--- config.mk ---
export PLATFORM = sky130hd
export DESIGN_NAME = bcd_ssd_scan
export DESIGN_NICKNAME = d
export VERILOG_FILES = /design/src/rtl/ssd_pkg.sv /design/src/rtl/ssd_tick_div.sv /design/src/rtl/bcd_ssd_scan.sv
export SDC_FILE = /design/constraint.sdc
export NUM_CORES = 1
export LEC_CHECK = 0
export ABC_CLOCK_PERIOD_IN_PS = 3800
export CORE_ASPECT_RATIO = 0.5
export CORE_UTILIZATION = 52
export CTS_CLUSTER_DIAMETER = 30
export DETAILED_ROUTE_END_ITERATION = 10
export GPL_TIMING_DRIVEN = 0
export PLACE_DENSITY = 0.74
export REMOVE_ABC_BUFFERS = 1
export SETUP_SLACK_MARGIN = 0.3
export SLEW_MARGIN = 20
export SYNTH_ARGS = -nofsm -noshare
export SYNTH_HDL_FRONTEND = slang
export SYNTH_SLANG_ARGS = --single-unit
--- constraint.sdc ---
create_clock -name clk -period 3.8 [get_ports clk]
set_clock_uncertainty 0.1 [all_clocks]
set_input_delay 0.76 -clock clk [delete_from_list [all_inputs] [get_ports clk]]
set_output_delay 0.76 -clock clk [all_outputs]
set_load 0.05 [all_outputs]
--- src/rtl/ssd_pkg.sv ---
// Shared segment constants and the BCD-to-segment decoder for the scanned display driver.
// Segment vectors are ordered g..a and are active-low (0 lights the segment).
package ssd_pkg;

    localparam logic [6:0] SEG_BLANK = 7'h7F;
    localparam logic [6:0] SEG_ERR   = 7'b0000110;

    function automatic logic [6:0] bcd_to_seg(input logic [3:0] digit);
        logic [6:0] seg;
        case (digit)
            4'd0:    seg = 7'b1000000;
            4'd1:    seg = 7'b1111001;
            4'd2:    seg = 7'b0100100;
            4'd3:    seg = 7'b0110000;
            4'd4:    seg = 7'b0011001;
            4'd5:    seg = 7'b0010010;
            4'd6:    seg = 7'b0000010;
            4'd7:    seg = 7'b1111000;
            4'd8:    seg = 7'b0000000;
            4'd9:    seg = 7'b0010000;
            default: seg = SEG_ERR;
        endcase
        return seg;
    endfunction

endpackage

--- src/rtl/ssd_tick_div.sv ---
// Free-running modulo-DIV counter. tick is high during the last count (cnt == DIV-1),
// i.e. on the cycle whose rising edge wraps the counter back to zero.
module ssd_tick_div #(
    parameter int DIV = 4,
    parameter int CW  = (DIV > 1) ? $clog2(DIV) : 1
) (
    input  logic          clk,
    input  logic          rst_n,
    output logic [CW-1:0] cnt,
    output logic          tick
);

    assign tick = (cnt == CW'(DIV - 1));

    // Count 0..DIV-1 and wrap; never stalls.
    always_ff @(posedge clk or negedge rst_n) begin
        if (!rst_n) begin
            cnt <= '0;
        end else if (tick) begin
            cnt <= '0;
        end else begin
            cnt <= cnt + 1'b1;
        end
    end

endmodule

--- src/rtl/bcd_ssd_scan.sv ---
// Time-multiplexed BCD to seven-segment driver for a common-anode display.
// A loaded word waits in pend and is promoted to active only at a slot boundary, so a
// digit never changes mid-slot. Each slot starts with GUARD dark cycles to stop ghosting.
// Output priority: guard > blink > leading-zero blank > decode.
module bcd_ssd_scan
    import ssd_pkg::*;
#(
    parameter int NUM_DIGITS  = 4,
    parameter int REFRESH_DIV = 50000,
    parameter int GUARD       = 2,
    parameter int BLINK_DIV   = 12500000
) (
    input  logic                    clk,
    input  logic                    rst_n,
    input  logic                    load,
    input  logic [4*NUM_DIGITS-1:0] bcd,
    input  logic                    blank_lz,
    input  logic [NUM_DIGITS-1:0]   blink_en,
    output logic [6:0]              HEX,
    output logic [NUM_DIGITS-1:0]   AN
);

    localparam int IDX_W = $clog2(NUM_DIGITS);
    localparam int REF_W = (REFRESH_DIV > 1) ? $clog2(REFRESH_DIV) : 1;
    localparam int BLK_W = (BLINK_DIV > 1) ? $clog2(BLINK_DIV) : 1;

    logic [REF_W-1:0]        ref_cnt;
    logic                    slot_end;
    logic [BLK_W-1:0]        blink_cnt_unused;
    logic                    blink_tick;
    logic                    phase;
    logic [IDX_W-1:0]        idx;
    logic [4*NUM_DIGITS-1:0] pend;
    logic [4*NUM_DIGITS-1:0] active;

    logic [NUM_DIGITS-1:0]   lz_mask;
    logic [3:0]              cur_digit;
    logic                    cur_lz;
    logic                    cur_blink;
    logic [NUM_DIGITS-1:0]   cur_an;
    logic [6:0]              hex_nxt;
    logic [NUM_DIGITS-1:0]   an_nxt;

    ssd_tick_div #(.DIV(REFRESH_DIV), .CW(REF_W)) u_slot_div (
        .clk   (clk),
        .rst_n (rst_n),
        .cnt   (ref_cnt),
        .tick  (slot_end)
    );

    ssd_tick_div #(.DIV(BLINK_DIV), .CW(BLK_W)) u_blink_div (
        .clk   (clk),
        .rst_n (rst_n),
        .cnt   (blink_cnt_unused),
        .tick  (blink_tick)
    );

    // Blink phase flips every BLINK_DIV cycles.
    always_ff @(posedge clk or negedge rst_n) begin
        if (!rst_n) begin
            phase <= 1'b0;
        end else if (blink_tick) begin
            phase <= ~phase;
        end
    end

    // Advance to the next digit at each slot boundary, wrapping after the top digit.
    always_ff @(posedge clk or negedge rst_n) begin
        if (!rst_n) begin
            idx <= '0;
        end else if (slot_end) begin
            if (idx == IDX_W'(NUM_DIGITS - 1)) begin
                idx <= '0;
            end else begin
                idx <= idx + 1'b1;
            end
        end
    end

    // Capture loads into pend; promote to active only at a slot boundary (load on the
    // boundary cycle goes straight through so it is not delayed by a whole slot).
    always_ff @(posedge clk or negedge rst_n) begin
        if (!rst_n) begin
            pend   <= '0;
            active <= '0;
        end else begin
            if (load) begin
                pend <= bcd;
            end
            if (slot_end) begin
                active <= load ? bcd : pend;
            end
        end
    end

    // Leading-zero mask: digit i blanks when it and every digit above it are zero.
    always_comb begin
        lz_mask = '0;
        lz_mask[NUM_DIGITS-1] = (active[4*NUM_DIGITS-1 -: 4] == 4'd0);
        for (int i = NUM_DIGITS - 2; i >= 1; i--) begin
            lz_mask[i] = lz_mask[i+1] && (active[4*i +: 4] == 4'd0);
        end
        lz_mask[0] = 1'b0;
    end

    // Select the current digit's value, blank flags and anode pattern.
    always_comb begin
        cur_digit = 4'd0;
        cur_lz    = 1'b0;
        cur_blink = 1'b0;
        cur_an    = '1;
        for (int i = 0; i < NUM_DIGITS; i++) begin
            if (idx == IDX_W'(i)) begin
                cur_digit = active[4*i +: 4];
                cur_lz    = lz_mask[i];
                cur_blink = blink_en[i];
                cur_an[i] = 1'b0;
            end
        end
    end

    // Output mux in priority order: guard, blink, leading-zero, decode.
    always_comb begin
        hex_nxt = SEG_BLANK;
        an_nxt  = '1;
        if (ref_cnt < REF_W'(GUARD)) begin
            hex_nxt = SEG_BLANK;
            an_nxt  = '1;
        end else if (phase && cur_blink) begin
            hex_nxt = SEG_BLANK;
            an_nxt  = '1;
        end else if (blank_lz && cur_lz) begin
            hex_nxt = SEG_BLANK;
            an_nxt  = cur_an;
        end else begin
            hex_nxt = bcd_to_seg(cur_digit);
            an_nxt  = cur_an;
        end
    end

    // Register the pins so the display sees glitch-free segment and anode drive.
    always_ff @(posedge clk or negedge rst_n) begin
        if (!rst_n) begin
            HEX <= SEG_BLANK;
            AN  <= '1;
        end else begin
            HEX <= hex_nxt;
            AN  <= an_nxt;
        end
    end

endmodule
==> summary.md, run 1 <==
| Metric | Value |
|---|---|
| Post-route antenna net violation count | `0` |
| Maximum number of pins on one net before global-route repair | `63` |
| R2R Setup Slk | `1.04 ns` |
| Synth Area in Simple Gates | `0.163` |
| Final period utilization | `0.726` |
| CP Capture Type | `register` |
| Gates resized, CTS repair | `0` |
| Unrepaired setup endpoints after global routing | `false` |
| DRC | `0` |
| Internal power | `about 0.0015 W` |
| Worst slew pin tran | `approximately 0.74 ns` |
| Peak VDD IR | `0.000226 V` |
| Via count | `2640` |
| Clk pwr share | `0.464` |
| Initial DRC count | `116` |
| CTS Buf Count | `9` |
| Number of antenna violations at the first check in global routing | `0` |
| CTS tree | `built` |
| Gate power share | `0.038` |
| Critical Path Source Type | `register` |
| Max_slew headroom | `0.502` |
| Number of synthesized flops with an enable pin | `0` |
| # IOs | `35` |
| Initial DRT Pass Iterations | `4` |
| Top-area cell type share of the netlist area | `0.466` |
| Sequential power share | `0.498` |
| DP Wirelength | `between 5000 and 6000 µm` |
| Port Buffers | `34` |
| Starting Density | `0.544` |
| Synth warn | `0` |
| End of the critical path | `HEX[4]` |
| Die W | `126 µm` |
| ANT cells | `0` |
| WL per Instance | `15.6 µm` |
| Leakage | `~2.2 nW` |
| Top area cells in the synthesized netlist | `dfrtp_1, mux2_2, dfstp_2` |
| DP Cell Count | `466` |
| Post-synthesis mux area share | `0.102` |
| Layout cells sized above 1 | `0.194` |
| Final wirelength | `7520 µm` |
| RR Startpoint | `idx[1]` |
| Post-synth ARST share | `1.00` |
| Area delta synth->final | `18.2%` |
| Avg Synthesized Cell Area | `11.7 µm²` |
| Critical path peak fanout | `10` |
| Vias in the first global route | `2809` |
| Crit Path Class | `reg2reg` |
| Post-CTS Setup Repair Bufs | `0` |
| Power Dens Cells | `396 mW/mm²` |
| Deepest clock path buffer count | `2` |
| Met1 GRT Util | `0.250` |
| Grt peak-use layer | `met2` |
| GRT Util Overall | `0.212` |
| Core area | `0.00740 mm²` |
| Synth Cell Area | `0.00403 mm²` |
| Sw Share | `0.197` |
| Pwr Total | `0.00189 W` |
| # setup viols final | `0` |
| Post-synth top flop | `dfrtp_1` |
| Post-Layout Cell Count | `482` |
| Max_cap viols | `0` |
| Most frequent cells in the layout | `dfrtp_1, clkdlybuf4s50_1, mux2_2, nor2_1, nand2_1` |
| Fin crit period | `2.76 ns` |
| Slew Viols, Final | `0` |
| GRT overflow | `0` |
| # clock sinks | `86` |
| Required time at the worst-slack endpoint | `3.96 ns` |
| Die area | `0.00812 mm²` |
| R2r endpoint | `HEX[4]` |
| Worst skew pair latency | `0.34 ns` |
| Nets | `416` |
| First-pass GRT wire length | `13100 µm` |
| Synth Area in Compound Gates | `0.0625` |
| H-tree levels | `3` |
| Cell Rows | `22` |
| Status | `finished, final reports clean` |
| Clk root buf | `clkbuf_16` |
| Met2 Track Usage GR | `0.370` |
| Most common cell after layout, fill and taps aside | `dfrtp_1` |
| Sequential fraction of the synthesis area | `0.538` |
| Critical path arrival | `around 2.9 ns` |
| Hold slack | `0.230 ns` |
| Xor and xnor area share after synthesis | `0.0718` |
| Gpl congestion | `between 0.7 and 0.8` |
| Adder-Cell Fraction of Synth Area | `0.0342` |
| Met3 GRT Util | `0.0620` |
| Hold Crit Class | `in2async` |
| Largest family of logic cells by synthesized area | `simple AND/OR/NAND/NOR gates` |
| CTS Hold Bufs | `0` |
| Clock transition at the registers of the reported paths | `0.06 ns` |
| Post-Synthesis Cells | `344` |
| Setup TNS | `0 ns` |
| Unique cell type count in the Yosys netlist | `50` |
| Post-synth top area cell | `dfrtp_1` |
| Worst Reg-to-Reg Cells | `8` |
| Max Fclk | `0.362 GHz` |
| Psw | `roughly 0.00037 W` |
| Final Hold Fails | `0` |
| Die Span Y | `approximately 64 µm` |
| Vias/cell | `about 5.5` |
| Beginning of the critical path | `idx[1]` |
| Number of synthesized register bits | `86` |
==> metrics by stage <==
step | setup WS [ns] | instance area, µm² | util
after floorplan | 1.32 | 3950 | -
after global placement | -0.985 | 4410 | 0.596
after detailed placement | 1.07 | 4460 | 0.602
after CTS | 1.05 | 4760 | 0.643
after global routing | 0.806 | 4760 | 0.643
final | 1.04 | 4760 | 0.643
==> logic make-up (layout without fill, tap and decap cells) <==
family,count (synthesis),in the layout
and+or+nand+nor,121,121
xor gates and xnor gates,33,33
muxes,37,37
DFF,86,86
buffers and inverters,21,63
adders and majority gates,11,11
AOI/OAI and AO/OA,35,35
==> critical path: stages, from the launching register on <==
cell and delay [ns]:
dfrtp_1 0.40, inv_1 0.12, ha_1 0.41, a221oi_1 0.19
o31ai_1 0.57, inv_1 0.18, ha_1 0.25, or3_1 0.38
o211ai_1 0.10
==> flip-flops by register name (all words and copies together), names as in the netlist <==
signal,flops
u_blink_div.cnt,24
pend,16
phase,1
active,16
idx,2
HEX,7
u_slot_div.cnt,16
AN,4
==> metal layers <==
layer  vias up  wire, µm
met1      1325      3330
met4         0       119
met2        29      3870
li1       1276         -
met3        10       195
met5         -         0
==> layout make-up <==
| cell class | count | area [µm²] |
|---|---|---|
| Inverter | 11 | 41.3 |
| Clock inverter | 4 | 45.0 |
| Sequential cell | 86 | 2170 |
| Fill cell | 566 | 2650 |
| Timing Repair Buffer | 36 | 380 |
| Clock buffer | 12 | 256 |
| Tap cell | 96 | 120 |
| Multi-Input combinational cell | 237 | 1750 |
==> cell usage after synthesis, types with 2 or more instances <==
cell	number
and3_1	7
and2_1	2
buf_2	3
inv_1	11
and3_2	3
nand4_1	7
o31ai_1	2
and4_1	6
nor4_1	8
a21oi_1	9
mux2i_1	5
buf_4	4
nor2b_1	4
o21ai_1	2
nor3_1	7
mux2_2	32
dfstp_2	11
dfrtp_1	75
ha_1	11
or3_1	3
o21a_1	2
xor2_1	15
nand3b_1	2
nand2b_1	2
nand3_1	10
nor2_1	28
a221oi_1	2
o21ai_0	8
nand2_1	25
xnor2_1	18
==> power groups by stage <==
stage	logic [W]	registers, W	clock network (W)
final	0.0000723	0.000938	0.000875
after CTS	0.0000742	0.000938	0.000895
after floorplan	0.0000215	0.000952	0
after global routing	0.0000806	0.000939	0.000941
after global placement	0.0000673	0.000953	0
after detailed placement	0.0000740	0.000954	0
==> how the worst min path moves through the flow <==
stage / slack, ns / end / startpoint
finish: 0.23 / u_blink_div.cnt[16] / rst_n
global route: 0.24 / u_blink_div.cnt[16] / rst_n
CTS: 0.23 / u_blink_div.cnt[16] / rst_n
detailed placement: 0.38 / u_slot_div.cnt[0] / u_slot_div.cnt[0]
global placement: 0.37 / u_blink_div.cnt[0] / u_blink_div.cnt[0]
floorplan: 0.35 / u_blink_div.cnt[0] / u_blink_div.cnt[0]
Power figures use the tool's default switching activity.
==> run 2: changes to the inputs <==
--- a/config.mk
+++ b/config.mk
@@ -5,13 +5,13 @@
 export SDC_FILE = /design/constraint.sdc
 export NUM_CORES = 1
 export LEC_CHECK = 0
-export ABC_CLOCK_PERIOD_IN_PS = 3800
+export ABC_CLOCK_PERIOD_IN_PS = 2500
 export CORE_ASPECT_RATIO = 0.5
 export CORE_UTILIZATION = 52
 export CTS_CLUSTER_DIAMETER = 30
 export DETAILED_ROUTE_END_ITERATION = 10
 export GPL_TIMING_DRIVEN = 0
-export PLACE_DENSITY = 0.74
+export PLACE_DENSITY = 0.77
 export REMOVE_ABC_BUFFERS = 1
 export SETUP_SLACK_MARGIN = 0.3
 export SLEW_MARGIN = 20
==> constraint.sdc (replaced) <==
create_clock -name clk -period 2.5 [get_ports clk]
set_clock_uncertainty 0.1 [all_clocks]
set_input_delay 0.5 -clock clk [delete_from_list [all_inputs] [get_ports clk]]
set_output_delay 0.5 -clock clk [all_outputs]
set_load 0.05 [all_outputs]
==> run 2 against run 1 <==
  * Sequential power grew 51%
  * Global-route usage grew 0.61 points
  * Fmax grew 24%
  * Sequential share of layout area shrank 2.4 points
  * Worst setup slack lost 0.76 ns
  * Final area grew 5.5%
  * Hold slack lost 0.20 ns
  * Largest power group is now the clock network
==> summary.md, run 2 (synthesized netlist as in run 1, its figures left out) <==
| Metric | Value |
|---|---|
| Status | `finished, final reports clean` |
| Cell Rows | `22 (unchanged)` |
| Met2 wire length | `4090 µm (+5.7%)` |
| R2R Setup Slk | `0.28 ns (-0.76 ns)` |
| # clock sinks | `86 (unchanged)` |
| Vias/cell | `5.55 (+1.3%)` |
| CP max stage delay | `0.40 ns (-0.17 ns)` |
| CP max-delay cell | `dfrtp_1` |
| Most common cell after layout, fill and taps aside | `dfrtp_1` |
| Fin crit period | `2.22 ns (-0.542 ns)` |
| Max reg flops | `24 (unchanged)` |
| GRT overflow | `0 (unchanged)` |
| ANT cells | `0 (unchanged)` |
| Initial DRT Pass Iterations | `7 (+3)` |
| Max_slew headroom | `0.535 (+0.0333)` |
| Maximum number of pins on one net before global-route repair | `50 (-21%)` |
| Met3 WL post-DR | `323 µm (+66%)` |
| Clk root buf | `clkbuf_16` |
| GRT Util Overall | `0.218 (+0.00612)` |
| Worst Reg-to-Reg Cells | `9 (+1)` |
| CTS tree | `built` |
| Worst skew pair latency | `0.34 ns (about the same)` |
| Crit Path Class | `reg2reg` |
| Post-route antenna net violation count | `0 (unchanged)` |
| Port Buffers | `34 (unchanged)` |
| Peak VDD IR | `0.000476 V (+110%)` |
| Layout cells sized above 1 | `0.271 (+0.0771)` |
| Core area | `0.00740 mm² (unchanged)` |
| Final wirelength | `8130 µm (+8.0%)` |
| Final Hold Fails | `0 (unchanged)` |
| CTS Buf Count | `9 (unchanged)` |
| Gpl congestion | `0.802 (+2.6%)` |
| Slew Viols, Final | `0 (unchanged)` |
| DP Cell Count | `466 (unchanged)` |
| Critical Path Source Type | `register` |
| Critical Path Most Common Cell | `buf_4` |
| Power Dens Cells | `596 mW/mm² (+50%)` |
| Die Span Y | `64.2 µm (unchanged)` |
| Critical path arrival | `2.38 ns (-0.54 ns)` |
| CP Capture Type | `register` |
| CP Cell Sequence | `buf_4 -> ha_4 -> buf_4 -> buf_4 -> a221o_1 -> a22oi_4 -> buf_4 -> and2_2 -> o31ai_2` |
| Number of antenna violations at the first check in global routing | `0 (unchanged)` |
| DR top layer | `met4` |
| DP Wirelength | `5130 µm (-3.6%)` |
| # IOs | `35 (unchanged)` |
| R2r endpoint | `HEX[5]` |
| # setup viols final | `0 (unchanged)` |
| Via count | `2802 (+6.1%)` |
| Deepest clock path buffer count | `2 (unchanged)` |
| Nets | `439 (+5.5%)` |
| CTS Hold Bufs | `0 (unchanged)` |
| Die area | `0.00812 mm² (unchanged)` |
| Required time at the worst-slack endpoint | `2.66 ns (-1.30 ns)` |
| WL per Instance | `16.1 µm (+3.1%)` |
| DRC | `0 (unchanged)` |
| Max_cap viols | `0 (unchanged)` |
| H-tree levels | `3 (unchanged)` |
| Most frequent cells in the layout | `dfrtp_1, mux2_2, nor2_1, nand2_1` |
| Post-Layout Cell Count | `505 (+4.8%)` |
| Area delta synth->final | `24.7%` |
| Starting Density | `0.544 (unchanged)` |
| Die W | `126 µm (unchanged)` |
| Initial DRC count | `135 (+16%)` |
| Unrepaired setup endpoints after global routing | `true` |
| Worst slew pin tran | `0.695 ns (-0.0497 ns)` |
| RR Startpoint | `idx[0]` |
| Clock transition at the registers of the reported paths | `0.06 ns (about the same)` |
| Final period utilization | `0.887 (+0.161)` |
| Vias in the first global route | `2983 (+6.2%)` |
| Critical path peak fanout | `5 (-5)` |
| Hold Crit Class | `in2async` |
| Biggest register | `u_blink_div.cnt` |
| First-pass GRT wire length | `13700 µm (+4.1%)` |
| Leakage | `2.33 nW (+7.3%)` |
| Max Fclk | `0.451 GHz (+24%)` |
| Met1 Wirelength | `3510 µm (+5.3%)` |
| Post-layout util | `0.678 (+0.0351)` |
[run 2: cell count changes in the layout (fill, tap and decap cells not counted), sizes merged]
cell / delta
clkbuf: -1
clkinv: -1
clkinvlp: +1
a22oi: +1
bufinv: +1
buf: +22
dlygate4sd2: +11
clkdlybuf4s50: -11
[run 2: per-layer routing]
metal / up-vias / track usage
li1: 1330 / -
met1: 1402 / 0.255
met2: 45 / 0.371
met3: 25 / 0.0745
met4: 0 / 0.0919
met5: - / 0
[run 2: through the flow]
| step | setup TNS [ns] | instance area (µm²) | setup slack [ns] | total power [W] | hold slack, ns |
|---|---|---|---|---|---|
| final | 0 | 5020 | 0.282 | 0.00299 | 0.0281 |
| after global routing | 0 | 5020 | 0.142 | 0.00310 | 0.0579 |
| after CTS | 0 | 4900 | 0.228 | 0.00302 | 0.0427 |
| after detailed placement | -0.204 | 4460 | -0.134 | 0.00156 | 0.379 |
| after global placement | -172.75 | 4410 | -2.02 | 0.00155 | 0.362 |
| after floorplan | 0 | 3950 | 0.0156 | 0.00148 | 0.104 |
[run 2: cell type report]
| class | instances | area (µm²) |
|---|---|---|
| clock buffer | 11 | 253 |
| tap | 96 | 120 |
| inverter | 11 | 41.3 |
| clock inverter | 5 | 81.3 |
| multi-input combinational | 238 | 1820 |
| timing repair buffer | 58 | 536 |
| fill | 538 | 2380 |
| sequential | 86 | 2170 |
[run 2: worst max-delay path, delay by kind of cell, from the launching register on]
| family | cells | cell delay [ns] |
|---|---|---|
| buffers and inverters | 4 | 0.60 |
| AOI/OAI and AO/OA | 3 | 0.70 |
| adders and majority gates | 1 | 0.17 |
| and+or+nand+nor | 1 | 0.15 |
| DFF | 1 | 0.40 |
[run 2: power by group]
part           leakage (nW)  internal (W)  switching [W]
sequential             1.10       0.00142     0.00000591
clock                 0.162      0.000929       0.000529
combinational          1.07     0.0000594      0.0000493
total                  2.33       0.00241       0.000584
[run 2: timing repair]
action / CTS / global route
cloned: 0 / 1
pin swaps: 4 / 7
resized for setup: 20 / 8
buffers inserted: 11 / 11
endpoints found under the setup margin: 33 / 24
[run 2: worst max path at each step]
| stage | start | end | slack [ns] | depth (start not counted) |
|---|---|---|---|---|
| final | idx[0] | HEX[5] | 0.28 | 9 |
| after global routing | u_slot_div.cnt[10] | active[6] | 0.14 | 5 |
| after CTS | idx[0] | HEX[4] | 0.23 | 9 |
| after detailed placement | idx[1] | HEX[4] | -0.13 | 9 |
| after global placement | rst_n | u_blink_div.cnt[22] | -2.02 | 1 |
| after floorplan | u_slot_div.cnt[10] | active[0] | 0.02 | 4 |
==> run 3: changes to the inputs <==
--- a/config.mk
+++ b/config.mk
@@ -10,7 +10,6 @@
 export CORE_UTILIZATION = 52
 export CTS_CLUSTER_DIAMETER = 30
 export DETAILED_ROUTE_END_ITERATION = 10
-export GPL_TIMING_DRIVEN = 0
 export PLACE_DENSITY = 0.77
 export REMOVE_ABC_BUFFERS = 1
 export SETUP_SLACK_MARGIN = 0.3
==> constraint.sdc (replaced) <==
create_clock -name clk -period 2.5 [get_ports clk]
set_clock_uncertainty 0.1 [all_clocks]
set_input_delay 0.625 -clock clk [delete_from_list [all_inputs] [get_ports clk]]
set_output_delay 0.625 -clock clk [all_outputs]
set_load 0.05 [all_outputs]
==> run 3 against run 2 <==
  * Final area fell by 1.5%
  * Sequential power about the same
  * Clock-buffer cell count increased by 1
  * Power down 4.6%
  * Clock power down 9.6%
  * Worst setup slack better by 0.013 ns
  * Via count is 0.25% lower
  * First-iteration DRC count down 27%
  * Largest power group is now registers
==> summary.md, run 3 (synthesized netlist as in run 1, its figures left out) <==
| Metric | Value |
|---|---|
| Final period utilization | `0.882 (-0.00511)` |
| Gpl congestion | `0.839 (+4.7%)` |
| Met2 Track Usage GR | `0.396 (+0.0256)` |
| CTS Hold Bufs | `0 (unchanged)` |
| Deepest clock path buffer count | `2 (unchanged)` |
| Max_cap viols | `0 (unchanged)` |
| Met3 GRT Util | `0.0745 (unchanged)` |
| Hold Crit Class | `in2async` |
| Die Span Y | `64.2 µm (unchanged)` |
| # IOs | `35 (unchanged)` |
| Layout cells sized above 1 | `0.269 (-0.00274)` |
| Unrepaired setup endpoints after global routing | `true` |
| CP max-delay cell | `dfrtp_2` |
| Die area | `0.00812 mm² (unchanged)` |
| # setup viols final | `0 (unchanged)` |
| CTS Buf Count | `9 (unchanged)` |
| Vias/cell | `5.61 (+1.2%)` |
| Clk root buf | `clkbuf_16` |
| Critical Path Source Type | `register` |
| Peak VDD IR | `0.000504 V (+5.9%)` |
| Final Hold Fails | `0 (unchanged)` |
| Max Fclk | `0.453 GHz (+0.58%)` |
| Power Dens Cells | `577 mW/mm² (-3.1%)` |
| Core area | `0.00740 mm² (unchanged)` |
| Critical path arrival | `2.36 ns (-0.02 ns)` |
| DRC | `0 (unchanged)` |
| Worst Reg-to-Reg Cells | `8 (-1)` |
| Via count | `2795 (-0.25%)` |
| Status | `finished, final reports clean` |
| Pwr Total | `0.00285 W (-4.6%)` |
| Grt peak-use layer | `met2` |
| Sequential power share | `0.499 (+0.023)` |
| Max_slew headroom | `0.669 (+0.133)` |
| ANT cells | `0 (unchanged)` |
| Post-route antenna net violation count | `0 (unchanged)` |
| Final wirelength | `7980 µm (-1.8%)` |
| Clk pwr share | `0.462 (-0.025)` |
| Cell Rows | `22 (unchanged)` |
| Critical Path Most Common Cell | `ha_4` |
| Number of antenna violations at the first check in global routing | `0 (unchanged)` |
| GRT overflow | `0 (unchanged)` |
| Nets | `432 (-1.6%)` |
| Leakage | `2.27 nW (-2.6%)` |
| Most common cell after layout, fill and taps aside | `dfrtp_1` |
| Required time at the worst-slack endpoint | `2.65 ns (about the same)` |
| Met1 GRT Util | `0.251 (-0.00395)` |
| Internal power | `0.00228 W (-5.4%)` |
| Most frequent cells in the layout | `dfrtp_1, mux2_2, nor2_1, nand2_1, clkdlybuf4s50_1` |
| Maximum number of pins on one net before global-route repair | `39 (-22%)` |
| Die W | `126 µm (unchanged)` |
| Clock transition at the registers of the reported paths | `0.06 ns (about the same)` |
| CP Cell Sequence | `ha_4 -> buf_4 -> a221o_2 -> a22oi_2 -> inv_2 -> ha_4 -> or3_4 -> o211ai_1` |
| Initial DRT Pass Iterations | `6 (-1)` |
| Worst path bufs/invs | `2 (-2)` |
| Sw Share | `0.202 (+0.00692)` |
| Starting Density | `0.544 (unchanged)` |
| Vias in the first global route | `2989 (+0.20%)` |
| First-pass GRT wire length | `13900 µm (+1.7%)` |
| DP Wirelength | `5410 µm (+5.4%)` |
| CP delay by family, top | `compound AO/OA/AOI/OAI gates` |
| Psw | `0.000577 W (-1.2%)` |
| Slew Viols, Final | `0 (unchanged)` |
| Initial DRC count | `98 (-27%)` |
| GRT Util Overall | `0.223 (+0.00515)` |
| # clock sinks | `86 (unchanged)` |
| CP Capture Type | `register` |
| WL per Instance | `16.0 µm (-0.44%)` |
| Crit Path Class | `reg2reg` |
| Max reg flops | `24 (unchanged)` |
| Biggest register | `u_blink_div.cnt` |
| Area delta synth->final | `22.8%` |
| Port Buffers | `34 (unchanged)` |
| H-tree levels | `3 (unchanged)` |
| Setup TNS | `0 ns (unchanged)` |
| Gate power share | `0.038 (+0.002)` |
| CP max stage delay | `0.44 ns (+0.04 ns)` |
| Worst skew pair latency | `0.34 ns (about the same)` |
| Critical path peak fanout | `4 (-1)` |
| Fill count | `543 (+0.93%)` |
| Worst path depth | `8 (-1)` |
| Fin crit period | `2.21 ns (-0.0128 ns)` |
| Worst slew pin tran | `0.499 ns (-0.196 ns)` |
| CTS tree | `built` |
## run 3: cell types whose count changed in the layout (fill, tap and decap cells not counted), moves of 2 or more
cell,change
buf_4,-4
clkbuf_1,+2
ha_1,-3
ha_4,+2
## run 3: cell type report
type | instances | area [µm²] | area share
clock buffers | 12 | 246 | 0.0499
clock inverters | 4 | 47.5 | 0.00962
inverters | 11 | 41.3 | 0.00835
multi-input cells | 237 | 1850 | 0.374
flip-flops and latches | 86 | 2170 | 0.438
well taps | 96 | 120 | 0.0243
repair buffers | 52 | 472 | 0.0954
## run 3: timing repair
item | CTS | global route
setup endpoints to repair | 16 | 23
pin swaps | 7 | 5
setup buffers | 6 | 1
resized for setup | 21 | 13
## run 3: routing by layer
metal / vias to the layer above / wire length, µm
met1: 1422 / 3470
met2: 42 / 4030
li1: 1311 / -
met4: 0 / 193
met3: 20 / 288
met5: - / 0
## run 3: through the flow
step / instances / setup slack, ns / area [µm²] / hold WS [ns] / utilization
final: 498 / 0.295 / 4940 / 0.126 / 0.667
after floorplan: 334 / 0.0156 / 3950 / 0.229 / -
after global placement: 475 / 0.239 / 4510 / 0.369 / 0.609
after detailed placement: 475 / 0.151 / 4510 / 0.374 / 0.609
after CTS: 497 / 0.314 / 4870 / 0.133 / 0.658
after global routing: 498 / 0.227 / 4940 / 0.155 / 0.667
## run 3: path summary, 6_finish.rpt
kind | from | to | slack (ns)
setup / recovery | idx[0] | HEX[4] | 0.29
hold / removal | rst_n | pend[2] | 0.13
setup reg to reg | idx[0] | HEX[4] | 0.29
hold reg to reg | u_slot_div.cnt[0] | u_slot_div.cnt[0] | 0.38
max in group asynchronous | rst_n | AN[1] | 1.54
min in group clk | u_slot_div.cnt[0] | u_slot_div.cnt[0] | 0.38
## run 3: power by group through the flow
stage,logic (W),registers (W),clock network (W)
2_1_floorplan,0.0000326,0.00145,0
3_3_place_gp,0.000109,0.00145,0
3_5_place_dp,0.000113,0.00145,0
4_1_cts,0.000113,0.00143,0.00134
5_1_grt,0.000124,0.00143,0.00140
6_report,0.000110,0.00142,0.00132
